<file path="config.mk">
export PLATFORM = sky130hd
export DESIGN_NAME = multi_channel_sequencer
export DESIGN_NICKNAME = d
export VERILOG_FILES = /design/src/rtl/multi_channel_sequencer_pkg.sv /design/src/rtl/channel_scan_fsm.sv /design/src/rtl/multi_channel_sequencer.sv
export SDC_FILE = /design/constraint.sdc
export NUM_CORES = 1
export LEC_CHECK = 0
export ABC_CLOCK_PERIOD_IN_PS = 4800
export BUFFER_PORTS_ARGS = -buffer_cell sky130_fd_sc_hd__buf_2
export CORE_ASPECT_RATIO = 0.75
export CORE_MARGIN = 1.5
export CORE_UTILIZATION = 49
export DETAILED_ROUTE_END_ITERATION = 12
export GPL_TIMING_DRIVEN = 0
export PLACE_DENSITY = 0.76
export SLEW_MARGIN = 20
export SYNTH_ARGS = -nofsm -noshare
export SYNTH_HDL_FRONTEND = slang
export SYNTH_SLANG_ARGS = --single-unit
</file>
<file path="constraint.sdc">
create_clock -name i_clk -period 4.8 [get_ports i_clk]
set_clock_uncertainty 0.2 [all_clocks]
set_input_delay 0.24 -clock i_clk [delete_from_list [all_inputs] [get_ports i_clk]]
set_output_delay 0.24 -clock i_clk [all_outputs]
set_load 0.01 [all_outputs]
</file>
<file path="src/rtl/multi_channel_sequencer_pkg.sv">
// Shared definitions for the multi-channel sequencer: pattern-word field layout,
// scan FSM state encoding and the channel-index width helper.
package multi_channel_sequencer_pkg;

  localparam int unsigned WordWidth  = 16;
  localparam int unsigned EndBit     = 15;
  localparam int unsigned PitchMsb   = 14;
  localparam int unsigned PitchLsb   = 9;
  localparam int unsigned LenMsb     = 8;
  localparam int unsigned LenLsb     = 4;
  localparam int unsigned InstrMsb   = 3;
  localparam int unsigned InstrLsb   = 0;
  localparam int unsigned PitchWidth = PitchMsb - PitchLsb + 1;
  localparam int unsigned LenWidth   = LenMsb - LenLsb + 1;
  localparam int unsigned InstrWidth = InstrMsb - InstrLsb + 1;

  localparam logic [PitchWidth-1:0] RestPitch = '0;

  typedef enum logic [2:0] {
    StIdle,
    StCheck,
    StPatAddr,
    StPatData,
    StNoteData,
    StNext
  } scan_state_e;

  function automatic int unsigned ch_width(input int unsigned n);
    return (n > 1) ? $clog2(n) : 1;
  endfunction

endpackage

</file>
<file path="src/rtl/channel_scan_fsm.sv">
// Beat-driven channel scanner: walks the channels in order, sequences the
// two-stage ROM fetch and tracks one deferred strobe.
module channel_scan_fsm
  import multi_channel_sequencer_pkg::*;
#(
  parameter int unsigned NUM_CHANNELS = 4,
  parameter int unsigned CH_W         = 2
) (
  input  logic            clk_i,
  input  logic            rst_i,
  input  logic            note_stb_i,
  input  logic            remain_zero_i,
  output logic [CH_W-1:0] ch_o,
  output logic            busy_o,
  output logic            overrun_o,
  output logic            check_en_o,
  output logic            fetch_en_o,
  output logic            capture_en_o,
  output logic            commit_en_o
);

  localparam logic [CH_W-1:0] LastCh = CH_W'(NUM_CHANNELS - 1);

  scan_state_e     state_q;
  logic [CH_W-1:0] ch_q;
  logic            pending_q;
  logic            overrun_q;
  logic            last_next;
  logic            stb_deferred;

  assign last_next    = (state_q == StNext) && (ch_q == LastCh);
  // Only an idle FSM with nothing pending launches a scan straight from the strobe.
  assign stb_deferred = note_stb_i && !((state_q == StIdle) && !pending_q);

  always_ff @(posedge clk_i or posedge rst_i) begin
    if (rst_i) begin
      state_q   <= StIdle;
      ch_q      <= '0;
      pending_q <= 1'b0;
      overrun_q <= 1'b0;
    end else begin
      overrun_q <= 1'b0;
      if (stb_deferred) begin
        if (pending_q) begin
          overrun_q <= 1'b1;
        end else begin
          pending_q <= 1'b1;
        end
      end
      if (pending_q && ((state_q == StIdle) || last_next)) begin
        pending_q <= 1'b0;
      end

      case (state_q)
        StIdle: begin
          if (note_stb_i || pending_q) begin
            state_q <= StCheck;
            ch_q    <= '0;
          end
        end
        StCheck:    state_q <= remain_zero_i ? StPatAddr : StNext;
        StPatAddr:  state_q <= StPatData;
        StPatData:  state_q <= StNoteData;
        StNoteData: state_q <= StNext;
        StNext: begin
          if (ch_q == LastCh) begin
            if (pending_q) begin
              state_q <= StCheck;
              ch_q    <= '0;
            end else begin
              state_q <= StIdle;
            end
          end else begin
            ch_q    <= ch_q + CH_W'(1);
            state_q <= StCheck;
          end
        end
        default: state_q <= StIdle;
      endcase
    end
  end

  assign ch_o         = ch_q;
  assign busy_o       = (state_q != StIdle);
  assign overrun_o    = overrun_q;
  assign check_en_o   = (state_q == StCheck);
  assign fetch_en_o   = (state_q == StPatAddr);
  assign capture_en_o = (state_q == StPatData);
  assign commit_en_o  = (state_q == StNoteData);

endmodule

</file>
<file path="src/rtl/multi_channel_sequencer.sv">
// Time-multiplexed pattern sequencer: per-channel pointers, beat counters and
// oscillator/envelope outputs fed from shared external pattern and note ROMs.
module multi_channel_sequencer
  import multi_channel_sequencer_pkg::*;
#(
  parameter int unsigned NUM_CHANNELS    = 4,
  parameter int unsigned PTR_WIDTH       = 6,
  parameter int unsigned NOTE_ADDR_WIDTH = 8,
  parameter int unsigned PHASE_WIDTH     = 16,
  localparam int unsigned CH_W           = ch_width(NUM_CHANNELS)
) (
  input  logic                              i_clk,
  input  logic                              i_rst,
  input  logic                              i_note_stb,
  output logic [CH_W+PTR_WIDTH-1:0]         o_pat_rom_addr,
  input  logic [WordWidth-1:0]              i_pat_rom_data,
  output logic [NOTE_ADDR_WIDTH-1:0]        o_note_rom_addr,
  input  logic [PHASE_WIDTH-1:0]            i_note_rom_data,
  output logic [NUM_CHANNELS*PHASE_WIDTH-1:0] o_phase_delta,
  output logic [NUM_CHANNELS*4-1:0]         o_instrument,
  output logic [NUM_CHANNELS-1:0]           o_gate,
  output logic [NUM_CHANNELS-1:0]           o_note_on,
  output logic                              o_busy,
  output logic                              o_overrun
);

  logic [CH_W-1:0] ch;
  logic            check_en;
  logic            fetch_en;
  logic            capture_en;
  logic            commit_en;
  logic            remain_zero;

  logic [PTR_WIDTH-1:0]   ptr_q    [NUM_CHANNELS];
  logic [LenWidth-1:0]    remain_q [NUM_CHANNELS];
  logic [PHASE_WIDTH-1:0] phase_q  [NUM_CHANNELS];
  logic [InstrWidth-1:0]  instr_q  [NUM_CHANNELS];
  logic [NUM_CHANNELS-1:0] gate_q;
  logic [NUM_CHANNELS-1:0] note_on_q;

  logic [CH_W+PTR_WIDTH-1:0]  pat_addr_q;
  logic [CH_W+PTR_WIDTH-1:0]  pat_addr_cur;
  logic [NOTE_ADDR_WIDTH-1:0] note_addr_q;
  logic [NOTE_ADDR_WIDTH-1:0] note_addr_cur;
  logic [WordWidth-1:0]       word_q;

  channel_scan_fsm #(
    .NUM_CHANNELS(NUM_CHANNELS),
    .CH_W        (CH_W)
  ) u_scan_fsm (
    .clk_i        (i_clk),
    .rst_i        (i_rst),
    .note_stb_i   (i_note_stb),
    .remain_zero_i(remain_zero),
    .ch_o         (ch),
    .busy_o       (o_busy),
    .overrun_o    (o_overrun),
    .check_en_o   (check_en),
    .fetch_en_o   (fetch_en),
    .capture_en_o (capture_en),
    .commit_en_o  (commit_en)
  );

  assign remain_zero   = (remain_q[ch] == '0);
  assign pat_addr_cur  = {ch, ptr_q[ch]};
  assign note_addr_cur = NOTE_ADDR_WIDTH'(i_pat_rom_data[PitchMsb:PitchLsb]);

  // Addresses are live only in their issuing state and otherwise hold the last value.
  assign o_pat_rom_addr  = fetch_en ? pat_addr_cur : pat_addr_q;
  assign o_note_rom_addr = capture_en ? note_addr_cur : note_addr_q;

  always_ff @(posedge i_clk or posedge i_rst) begin
    if (i_rst) begin
      for (int c = 0; c < NUM_CHANNELS; c++) begin
        ptr_q[c]    <= '0;
        remain_q[c] <= '0;
        phase_q[c]  <= '0;
        instr_q[c]  <= '0;
      end
      gate_q      <= '0;
      note_on_q   <= '0;
      pat_addr_q  <= '0;
      note_addr_q <= '0;
      word_q      <= '0;
    end else begin
      note_on_q <= '0;
      if (check_en && !remain_zero) begin
        remain_q[ch] <= remain_q[ch] - LenWidth'(1);
      end
      if (fetch_en) begin
        pat_addr_q <= pat_addr_cur;
      end
      if (capture_en) begin
        word_q      <= i_pat_rom_data;
        note_addr_q <= note_addr_cur;
      end
      if (commit_en) begin
        remain_q[ch] <= word_q[LenMsb:LenLsb];
        instr_q[ch]  <= word_q[InstrMsb:InstrLsb];
        ptr_q[ch]    <= word_q[EndBit] ? '0 : ptr_q[ch] + PTR_WIDTH'(1);
        if (word_q[PitchMsb:PitchLsb] != RestPitch) begin
          phase_q[ch]   <= i_note_rom_data;
          gate_q[ch]    <= 1'b1;
          note_on_q[ch] <= 1'b1;
        end else begin
          phase_q[ch] <= '0;
          gate_q[ch]  <= 1'b0;
        end
      end
    end
  end

  for (genvar g = 0; g < NUM_CHANNELS; g++) begin : gen_out
    assign o_phase_delta[g*PHASE_WIDTH +: PHASE_WIDTH] = phase_q[g];
    assign o_instrument[g*4 +: 4]                      = instr_q[g];
  end

  assign o_gate    = gate_q;
  assign o_note_on = note_on_q;

endmodule

</file>
======== Word level (Yosys, flattened, before mapping) ========
Index checks and enable logic that the tools add are counted.
storage, ports and cells
  bits of input ports ..................... 35
  output and inout bits ................... 106
  logic and storage cells ................. 108
  register bits ........................... 171
operators by class
  muxes and demuxes ....................... 43
  order comparisons ....................... 4
  equal/unequal tests ..................... 8
  add/sub/neg operators ................... 3
  bitwise gates (word level) .............. 6
  reduce and logical (&&, ||, !) cells .... 19
operators by type and width
  cell                                                                    number
  64-bit bitwise AND                                                      1
  64-bit bitwise mux                                                      1
  64-bit 2-to-1 mux                                                       1
  64-bit inverter                                                         1
  20-bit bitwise mux                                                      2
  20-bit 2-to-1 mux                                                       2
  16-bit demux with 2-bit select                                          1
  24-bit bitwise mux                                                      1
  6-bit 2-to-1 mux                                                        4
  3-bit one-hot mux with 6 select lines                                   1
  16-bit bitwise mux                                                      1
  16-bit 2-to-1 mux                                                       1
  4-bit 2-to-1 mux                                                        4
  8-bit 2-to-1 mux                                                        2
  5-bit 2-to-1 mux                                                        3
  6-bit binary-select mux with 2-bit select                               1
  6-bit demux with 2-bit select                                           1
  5-bit binary-select mux with 2-bit select                               1
  5-bit demux with 2-bit select                                           1
  4-bit demux with 2-bit select                                           1
  1-bit logical AND                                                       7
  1-bit 2-to-1 mux                                                        7
  6-bit by 1-bit adder with 6-bit output (second input constant)          1
  3-bit by 2-bit equality test with 1-bit output (second input constant)  2
  27 further kinds                                                        35

======== Longest topological paths before layout ========
  depth in word-level cells ............... 10
  mapped depth ............................ 10
  depth with buffers taken out ............ 8

======== Modules after synthesis ========
Synthesis repeated with hierarchy kept, for this count alone.
second synthesis, totals
  cells, all modules ...................... 623
  area total of the unflattened synthesis .. 7055.5 µm²
modules (own cells, without submodules)
  module                   area each (µm²)  cells an instance  seq. area each (µm²)  instances
  multi_channel_sequencer  6653.9           580                4103.9                1
  channel_scan_fsm         401.6            43                 175.2                 1

======== Worst setup path before layout ========
OpenSTA, ideal clock, no wires.
  kind .................................... register to register
  start ................................... register u_scan_fsm.ch_q[0], in the netlist u_scan_fsm.ch_o[0]
  end ..................................... register with a tool-made name
  period minus slack after synthesis ...... 2628 ps
  cell stages (with the launch flop) ...... 11
  slack ................................... 2172 ps
  data arrival time ....................... 2302 ps
  data required time ...................... 4474 ps
  setup time .............................. 126 ps
  path buffers ............................ 2
  path through ............................ dfrtp_1 buf_6 buf_8 mux4_2 inv_1 ha_1 nand2_1 o22a_1 o211ai_1 a21oi_1 a221o_1
RTL lines
  what                    line                    text
  from (decl)             channel_scan_fsm.sv:25  logic [CH_W-1:0] ch_q;
  from (signal assigned)  channel_scan_fsm.sv:74  ch_q <= ch_q + CH_W'(1);

==> results by group <==
Yosys
  • Sequential fraction of the synthesis area: 62.0%
  • Asr flop ratio synth: 100%
  • Yosys top cell area share: 62.0%
  • Main combinational cell family by area after synthesis: simple AND/OR/NAND/NOR gates
  • Synth top cells by count: dfrtp_1, nand2_1, o21ai_0, clkbuf_1, mux2_2
  • Register bit total from synthesis: 171
  • Largest area contributor in the netlist: dfrtp_1
  • Yosys cell types: 48
  • EDFF count, synth: 0
  • Synth Area in Compound Gates: 12.2%
  • Synth area leaders: dfrtp_1, nand2_1, o21ai_0, mux2_2, a22o_1
  • Syn avg cell area: 11.2 um2
  • Synthesized netlist net count: 656
  • Post-synth top flop: dfrtp_1
  • Top-count cell post-synth: dfrtp_1
  • Post-synthesis mux area share: 7.96%
  • Post-synthesis adder-cell area fraction: 1.09%
  • XOR/XNOR Fraction of Synth Area: 0.634%
  • Post-Syn Area: 6900 um2
  • Yosys warnings: 0
  • Post-Synthesis Cells: 615
  • Post-Synth Simple-Gate Area: 13.5%

Timing
  • Final min period: 3120 ps
  • Fin. Hold Viols: 0
  • Max frequency: 0.320 GHz
  • Hold Slack: 196 ps
  • Final Setup Violations: 0
  • Period utilization: 65.1%
  • Worst Tran Pin Value: 636 ps
  • Total Neg Setup Slack: 0 ps
  • Max-slew headroom: 57.4%
  • Final max-slew violation count: 0
  • RSZ-0062 raised after global routing: false

Floorplan
  • Chip Width: 140 um
  • Ports: 141
  • Core region area: 13700 um2
  • Die area: 14800 um2
  • Initial Util: 50.2%
  • Std cell rows: 37
  • Die Y: 106 um

Placed design
  • Post-detail-place hpwl: 12400 um
  • Port Buffers: 140
  • Routability cong.: 0.880
  • Dpl cell area: 7940 um2

Critical path
  • Critical path arrival: 3280 ps
  • Top Family by Delay on Critical Path: compound AO/OA/AOI/OAI gates
  • CP required: 4960 ps
  • CP cell instances: buf_2, mux4_2, inv_1, ha_1, nand2_1, o22ai_1, a31oi_4, o21ai_2, a221o_1
  • Slowest CP cell: dfrtp_1
  • Crit Path Category: reg -> reg
  • Worst Path Max Fanout: 10
  • Buffers & Inverters on Critical Path: 2
  • Crit end category: register
  • CP max stage delay: 540 ps
  • Startpoint type of the worst setup path: register

Finish
  • Share of cells above drive strength 1: 27.4%
  • Layout overhead on the synthesized area: 28.3%
  • N_diodes: 0
  • Final core occ: 64.4%
  • Nets: 854
  • Post-route cell area: 8860 um2

Routing
  • Final ANT Viol Nets: 0
  • Vias per inst: 5.50
  • Drt wl/cell: 18.1 um
  • 1st-pass router iterations: 7
  • DRC Markers: 0
  • Vias: 5501
  • Number of DRC markers in iteration 0: 390
  • WL final: 18100 um

Clock network
  • CTS tree: built
  • Postcts setup bufs: 0
  • Root Buffer: clkbuf_16
  • Worst-path clk slew: 70 ps
  • Number of buffers created by CTS: 17
  • CTS sink count: 171
  • Clock Latency Late Sink: 420 ps
  • Clock buffer depth: 2
  • Hold buffer count at CTS: 34
  • Post-cts sizing count: 0
  • CTS H-tree lvls: 4

Global routing
  • Initial antenna violation count: 0
  • Pin count of the biggest net entering global routing: 37
  • First-pass GRT wire length: 29400 um
  • Vias in the first global route: 5679
  • Grt ovf: 0
  • Tot GR Track Use: 25.9%

Power and ir drop
  • P per Cell Area: 669 nW/um2
  • LEAKAGE: 4.47 nW
  • Worst VDD drop: 0.331 mV

Min path
  • Hold WC Path Type: in -> async

Flow run
  • Max Cap Viol: 0

Status
  • Status: finished clean
==> layout make-up <==
type                       instances  area [um2]
multi-input combinational        401        2440
timing repair buffer             179        1150
buffer                            35         151
tap                              175         219
clock inverter                    13         140
fill                            1077        4890
inverter                           8        33.8
clock buffer                      19         443
sequential                       171        4280
==> where the power goes <==
part           internal, mW  total, mW  switching, mW
Combinational         0.912       2.20           1.29
Clock                 0.784       1.36          0.579
Sequential             2.02       2.35          0.335
Total                  3.72       5.92           2.21
==> worst min-delay path, cell delays in order <==
cell and delay, ps:
dlygate4sd3_1 530, buf_2 130, clkinvlp_4 350
==> per-layer routing <==
| layer | vias to the layer above | part of all wire [%] | GRT usage (%) |
|---|---|---|---|
| met1 | 2786 | 44 | 34.9 |
| met3 | 25 | 6.4 | 6.77 |
| li1 | 2500 | - | - |
| met5 | - | 0 | 0 |
| met4 | 0 | 1.4 | 8.35 |
| met2 | 190 | 48 | 41.4 |
==> worst paths after layout <==
| check | startpoint | end | slack [ps] | depth (start not counted) |
|---|---|---|---|---|
| min in group i_clk | o_phase_delta[59] | o_phase_delta[59] | 270 | 2 |
| max reg2reg | u_scan_fsm.ch_o[1] | register | 1680 | 9 |
| max | u_scan_fsm.ch_o[1] | register | 1680 | 9 |
| max in group asynchronous | i_rst | o_phase_delta[61] | 3010 | 7 |
| min reg2reg | o_phase_delta[59] | o_phase_delta[59] | 270 | 2 |
| min | i_rst | o_instrument[14] | 200 | 3 |
==> metrics by stage <==
stage	instances	setup slack (ps)	total power, mW
after floorplan	615	2170	3.69
after global placement	930	1380	4.40
after detailed placement	935	1760	4.54
after CTS	1001	1710	5.94
after global routing	1001	1560	6.29
final	1001	1680	5.92
==> cell families after synthesis <==
logic type | after synthesis
simple gates | 219
flops | 171
compound gates | 133
buf+inv | 43
mux | 38
fa+ha+maj | 6
xor+xnor | 5
==> layout by cell type, fill, tap and decap left out, types with 2 or more instances in the layout <==
cell             n
nand4_1          2
a22o_1          20
dfrtp_1        171
o21ai_0         86
or3_1            2
nor2_1          15
a21o_1           4
mux2_2          26
mux4_2           7
clkbuf_16       17
buf_12           4
a221o_1          4
dlygate4sd3_1   34
xor2_1           2
nand2b_1         6
nand3_1          4
o21ai_1          2
clkinvlp_4       4
buf_2          141
and3_1           6
mux4_1           3
xnor2_1          3
clkbuf_1        33
bufinv_16        2
nand2_1        169
clkinv_2         4
o21ai_2          5
a21oi_1          4
inv_1            6
and2_1           4
inv_6            3
ha_1             6
mux2i_1          2
Note: power is estimated with default switching activity, not from simulation.
